===== src/rtl/image_loader.sv =====
// LOAD-phase responder: assembles an IMG_W x IMG_H binary image from IN_W-bit beats.
// Optional build macro IMAGE_LOADER_CHECKSUM_EN adds an XOR checksum of accepted beats.
//
// state  | meaning
// -------+--------------------------------------------------------------
// S_IDLE | waiting for the controller to enter LOAD; beats ignored
// S_FILL | ready=1; each valid beat is written at the next pixel slot
// S_WAIT | image complete and held; leaves when controller exits LOAD
module image_loader #(
  parameter int IMG_W = 28,
  parameter int IMG_H = 28,
  parameter int IN_W  = 8
) (
  input  logic                   clk,
  input  logic                   rst,
  input  logic [2:0]             state,
  input  logic [IN_W-1:0]        data_in,
  input  logic                   data_valid,
  output logic                   ready,
  output logic                   load_done,
  output logic [IMG_W*IMG_H-1:0] image,
  output logic [IN_W-1:0]        checksum
);

  localparam int NPIX  = IMG_W * IMG_H;
  localparam int BEATS = (NPIX + IN_W - 1) / IN_W;
  localparam int CNT_W = $clog2(BEATS + 1);
  localparam logic [2:0] CTRL_LOAD = 3'b001;

  typedef enum logic [1:0] {
    S_IDLE = 2'd0,
    S_FILL = 2'd1,
    S_WAIT = 2'd2
  } fsm_t;

  fsm_t             fsm_q;
  fsm_t             fsm_d;
  logic [CNT_W-1:0] beat_cnt;
  logic             load_seen;
  logic             last_beat;
  logic             start;
  logic             accept;

  assign load_seen = (state == CTRL_LOAD);
  assign last_beat = (beat_cnt == CNT_W'(BEATS - 1));

  // A beat only counts while the controller is still in LOAD, so an abort
  // on the same edge as a beat wins and the beat is dropped.
  always_comb begin
    fsm_d  = fsm_q;
    ready  = 1'b0;
    start  = 1'b0;
    accept = 1'b0;
    case (fsm_q)
      S_IDLE: begin
        if (load_seen) begin
          fsm_d = S_FILL;
          start = 1'b1;
        end
      end
      S_FILL: begin
        ready = 1'b1;
        if (!load_seen) begin
          fsm_d = S_IDLE;
        end else if (data_valid) begin
          accept = 1'b1;
          if (last_beat) begin
            fsm_d = S_WAIT;
          end
        end
      end
      S_WAIT: begin
        if (!load_seen) begin
          fsm_d = S_IDLE;
        end
      end
      default: fsm_d = S_IDLE;
    endcase
  end

  always_ff @(posedge clk) begin
    if (rst) begin
      fsm_q <= S_IDLE;
    end else begin
      fsm_q <= fsm_d;
    end
  end

  always_ff @(posedge clk) begin
    if (rst) begin
      beat_cnt <= '0;
    end else if (start) begin
      beat_cnt <= '0;
    end else if (accept) begin
      beat_cnt <= beat_cnt + 1'b1;
    end
  end

  always_ff @(posedge clk) begin
    if (rst) begin
      load_done <= 1'b0;
    end else begin
      load_done <= accept && last_beat;
    end
  end

  // Per-pixel decode: only pixels that exist are written, so tail bits of a
  // partial final beat fall away without any out-of-range write.
  always_ff @(posedge clk) begin
    if (rst) begin
      image <= '0;
    end else if (accept) begin
      for (int p = 0; p < NPIX; p++) begin
        if (beat_cnt == CNT_W'(p / IN_W)) begin
          image[p] <= data_in[p % IN_W];
        end
      end
    end
  end

`ifdef IMAGE_LOADER_CHECKSUM_EN
  logic [IN_W-1:0] csum_q;

  always_ff @(posedge clk) begin
    if (rst) begin
      csum_q <= '0;
    end else if (start) begin
      csum_q <= '0;
    end else if (accept) begin
      csum_q <= csum_q ^ data_in;
    end
  end

  assign checksum = csum_q;
`else
  assign checksum = '0;
`endif

endmodule


===== config.mk =====
export PLATFORM = sky130hd
export DESIGN_NAME = image_loader
export DESIGN_NICKNAME = d
export VERILOG_FILES = /design/src/rtl/image_loader.sv
export SDC_FILE = /design/constraint.sdc
export NUM_CORES = 1
export LEC_CHECK = 0
export CAP_MARGIN = 20
export CORE_AREA = 10 10 304 306
export CTS_BUF_LIST = sky130_fd_sc_hd__clkbuf_8
export DETAILED_ROUTE_END_ITERATION = 7
export DIE_AREA = 0 0 314 316
export HOLD_SLACK_MARGIN = 0.05
export PLACE_DENSITY = 0.72
export SYNTH_ARGS = -nofsm -noshare
export SYNTH_HDL_FRONTEND = slang
export SYNTH_SLANG_ARGS = --single-unit

===== constraint.sdc =====
create_clock -name clk -period 2.8 [get_ports clk]
set_input_delay 0.7 -clock clk [delete_from_list [all_inputs] [get_ports clk]]
set_output_delay 0.7 -clock clk [all_outputs]
set_load 0.01 [all_outputs]

======== Yosys cells after proc, flatten, opt, wreduce, memory -nomap -nowiden ========
Cells that the tools add are included.
word-level totals
  register bits ........................... 794
  input bits .............................. 14
  output and inout port bits .............. 794
  word-level logic and storage cells ...... 321
cells by class
  $add $sub $neg .......................... 1
  eq/ne operators ......................... 104
  multiplexer cells ....................... 12
  reduce and logical (&&, ||, !) cells .... 103
operators by type and width
  operator               number
  $eq A7 B7 Y1 const B   34
  $eq A7 B6 Y1 const B   32
  $reduce_and A2 Y1      98
  $eq A7 B5 Y1 const B   16
  $eq A7 B4 Y1 const B   8
  $eq A7 B3 Y1 const B   4
  $eq A7 B2 Y1 const B   2
  $mux W2                5
  $add A7 B1 Y7 const B  1
  $eq A7 B1 Y1 const B   1
  $logic_not A7 Y1       1
  $mux W1                6
  $ne A3 B3 Y1 const B   2
  $pmux W2 S3            1
  $ne A2 B2 Y1 const B   2
  $reduce_and A4 Y1      1
  $eq A3 B1 Y1 const B   1
  $eq A2 B1 Y1 const B   1
  $eq A2 B2 Y1 const B   1
  $logic_not A2 Y1       1
  $reduce_or A2 Y1       1
  $logic_and A1 B1 Y1    1

======== Logic depth before layout (Yosys ltp) ========
  word-level depth ........................ 5
  mapped depth ............................ 7

======== Worst setup path after synthesis ========
OpenSTA, ideal clock, no wires.
  path kind ............................... input-to-reg
  start ................................... in state[1]
  end ..................................... reg image[621]
  setup time .............................. 0.132 ns
  data arrival time ....................... 1.789 ns
  data required time ...................... 2.668 ns
  setup slack ............................. 0.879 ns
  cell stages on the path ................. 5
  path through ............................ nor3b_1 -> buf_4 -> buf_2 -> nand4_2 -> mux2i_1
between the ends
  longest elaborated chain between the ends .. 4
RTL lines
  element                         RTL line  RTL
  start: declaration              16        input logic [2:0] state,
  $eq A3 B1 Y1                    44        assign load_seen = (state == CTRL_LOAD);
  $mux W1                         63        if (!load_seen) begin
  $mux W1                         54        case (fsm_q)
  $reduce_and A2 Y1 (no line)     n/a
  end signal: indexed assignment  115       image[p] <= data_in[p % IN_W];
  end: declaration                21        output logic [IMG_W*IMG_H-1:0] image,
No other way between the ends.
A chain may end at the register's enable or synchronous reset.

======== Worst setup path after layout ========
  start ................................... reg image[111]
  end ..................................... out image[111]
No word-level cell between the ends.

==> run metrics <==
outcome finished clean; wire per inst 22.6 um; clk_lat worst skew around 0.83 ns; first-pass GRT wire length 158000 um; Area contributors post-synth dfxtp_1, mux2i_1, nand2_1; layout cells sized above 1 approximately an eighth; Syn. warnings 0; Top delay family on crit path buffers and inverters; WP data required about 2.1 ns; post-route cell area roughly 0.043 mm2; skew final 0.0552 ns; Max Fclk 389 MHz; final hold vios 0; kind of critical path reg2out; worst hold path type reg2reg; fillcell total just under 8000; Post-DP HPWL 78000 um; VDD IR max about 420 uV; I/O pins between 800 and 900; Die ar. between 0.09 and 0.1 mm2; vias in the first global route around 23000; total track usage between 20% and 30%; routability cong. roughly 0.8; Initial Utilization 34.8%; Final setup viols 0; Setup TNS Final 0 ns; Leak between 20 and 25 nW; Worst Tran Pin Value 0.704 ns; die width ~310 um; Worst R2R Start beat_cnt[2]; leading cell types in the layout, fill and taps excluded clkdlybuf4s50_1, dfxtp_1, nand2_1; Worst R2R End image[190]; grt met2 use roughly a third; #FFs+latches synth 794; Core Region 0.0862 mm2; Worst Reg-to-Reg Cells 4; antenna violations before repair 2; DRC Markers 0; M3 GR Usage under 10%; CTS max path bufs 3; Routed WL 110000 um; detailed-route vias per instance approximately 4.8; CTS H-tree depth 4; # Max-Cap Violations 0; clk sink count about 800; CP max FO 2; Post-Syn Instances about 2800; Final period util about 90%; Setup Fix Bufs, Post-CTS 0; pin count of the biggest net entering global routing between 100 and 150; Crit path depth 1; power consumption roughly 23 mW; Syn Std Cell Area 0.0300 mm2; Power Dens Cells between 500 and 600 mW/mm2; Period minus WS final roughly 2.6 ns; mean post-synth cell area 10.8 um2; gr ovfl total 0; TritonCTS clock tree done; max incr delay on CP between 0.6 and 0.7 ns; Port Buffer Count 799; Critical Path Start image[111]; Max Slew Vio Count 0; first drt pass iteration count 5; number of DRC markers in iteration 0 1531; internal reg-to-reg setup slack between 0.5 and 0.6 ns; post-synthesis sequential area ratio a little over half; HP Start image[673]; CP Capture Type primary output; crit path buf inv count 1; CTS Root Cell clkbuf_8; nets roughly 3600; cts repair resizes 1; post-synth cell types 41; CP arrival 1.87 ns; Die Ht approximately 320 um; area leader, netlist dfxtp_1; Startpoint Class flip-flop; most common cell after layout, fill and taps aside clkdlybuf4s50_1; CTS buffer count between 100 and 150; critical-path cell list clkdlybuf4s50_1; # rows between 100 and 150; M1 GR Usage 24.6%; clk slew on worst S/H paths around 0.060 ns; ANT nets after route 0; busiest layer in global routing met2; Layout area overhead 42.2%; Crit-path slowest cell clkdlybuf4s50_1; placed inst area about 0.04 mm2; crit path capture image[111]; Rel. slew slack approximately 53%; CTS Hold Bufs 0; DR vias 23441; Yosys top cell area share ~53%; unrepaired setup endpoints after global routing no
==> state kept, by name (all words and copies together), names as in the netlist <==
signal	flops
image	784
fsm_q	2
load_done	1
beat_cnt	7
==> how the worst min path moves through the flow <==
stage / end / cells after the start
3_5_place_dp: image[238] / 2
2_1_floorplan: image[232] / 2
5_1_grt: image[341] / 2
4_1_cts: image[238] / 2
3_3_place_gp: image[235] / 2
6_report: image[673] / 2
==> final cells by class <==
| type | instances | area, um2 | area share [%] |
|---|---|---|---|
| Timing Repair Buffer | 931 | 9460 | 22.2 |
| Clock inverter | 69 | 398 | 0.932 |
| Antenna cell | 1 | 2.50 | 0.00586 |
| Multi-Input combinational cell | 1753 | 13100 | 30.7 |
| Inverter | 4 | 22.5 | 0.0528 |
| Tap cell | 1155 | 1450 | 3.39 |
| Clock buffer | 172 | 2370 | 5.55 |
| Sequential cell | 794 | 15900 | 37.2 |
==> stage by stage <==
stage	cells	hold WS, ns	worst slack, ns	util (%)
after floorplan	2785	0.479	0.879	-
after global placement	4637	0.441	0.0768	46.3
after detailed placement	4637	0.448	0.0741	46.3
after CTS	4878	0.457	0.123	49.5
after global routing	4879	0.469	0.107	49.5
final	4879	0.456	0.227	49.5
==> kinds of logic after synthesis <==
group / Yosys count / synth area share (%)
adders and majority gates: 4 / 0.167
muxes: 786 / 26.2
AOI/OAI and AO/OA: 16 / 0.317
DFF: 794 / 52.9
and+or+nand+nor: 939 / 16.5
other: 1 / 0.0125
buffers and inverters: 238 / 3.84
==> power breakdown <==
part / switching (mW) / leakage (nW) / internal (mW)
registers: 0.000776 / 6.39 / 11.3
clock network: 4.81 / 1.60 / 5.73
logic: 0.542 / 13.2 / 0.170
==> synth_stat cells <==
| cell type | count |
|---|---|
| nor3_1 | 1 |
| clkbuf_1 | 153 |
| nor4_1 | 2 |
| a21oi_1 | 5 |
| and3_1 | 2 |
| buf_6 | 8 |
| nand4_2 | 51 |
| o31ai_1 | 3 |
| nor2b_1 | 1 |
| nor4b_1 | 1 |
| ha_1 | 4 |
| nand2_1 | 795 |
| buf_2 | 32 |
| nor3b_4 | 2 |
| nand2b_1 | 1 |
| nand4_4 | 45 |
| and3b_1 | 10 |
| inv_1 | 4 |
| buf_8 | 1 |
| clkbuf_8 | 1 |
| and3_2 | 3 |
| nor3_4 | 1 |
| nand3b_1 | 1 |
| nand3_1 | 5 |
| dfxtp_1 | 794 |
| buf_1 | 2 |
| or4_1 | 3 |
| nor2_1 | 3 |
| buf_4 | 37 |
| mux2i_1 | 786 |
| or3b_1 | 1 |
| and4b_1 | 2 |
| nor3b_1 | 5 |
| or2_2 | 1 |
| nand4_1 | 1 |
| a21o_1 | 1 |
| and4_1 | 1 |
| o21ai_0 | 5 |
| o211ai_1 | 2 |
| conb_1 | 1 |
| and4bb_2 | 1 |
==> per-layer routing <==
metal	part of all wire, %	vias up
met2	47	773
met5	0.012	-
li1	-	11052
met1	41	11427
met3	8.4	187
met4	3.6	2
No activity file was read; power rests on OpenSTA's default activity.
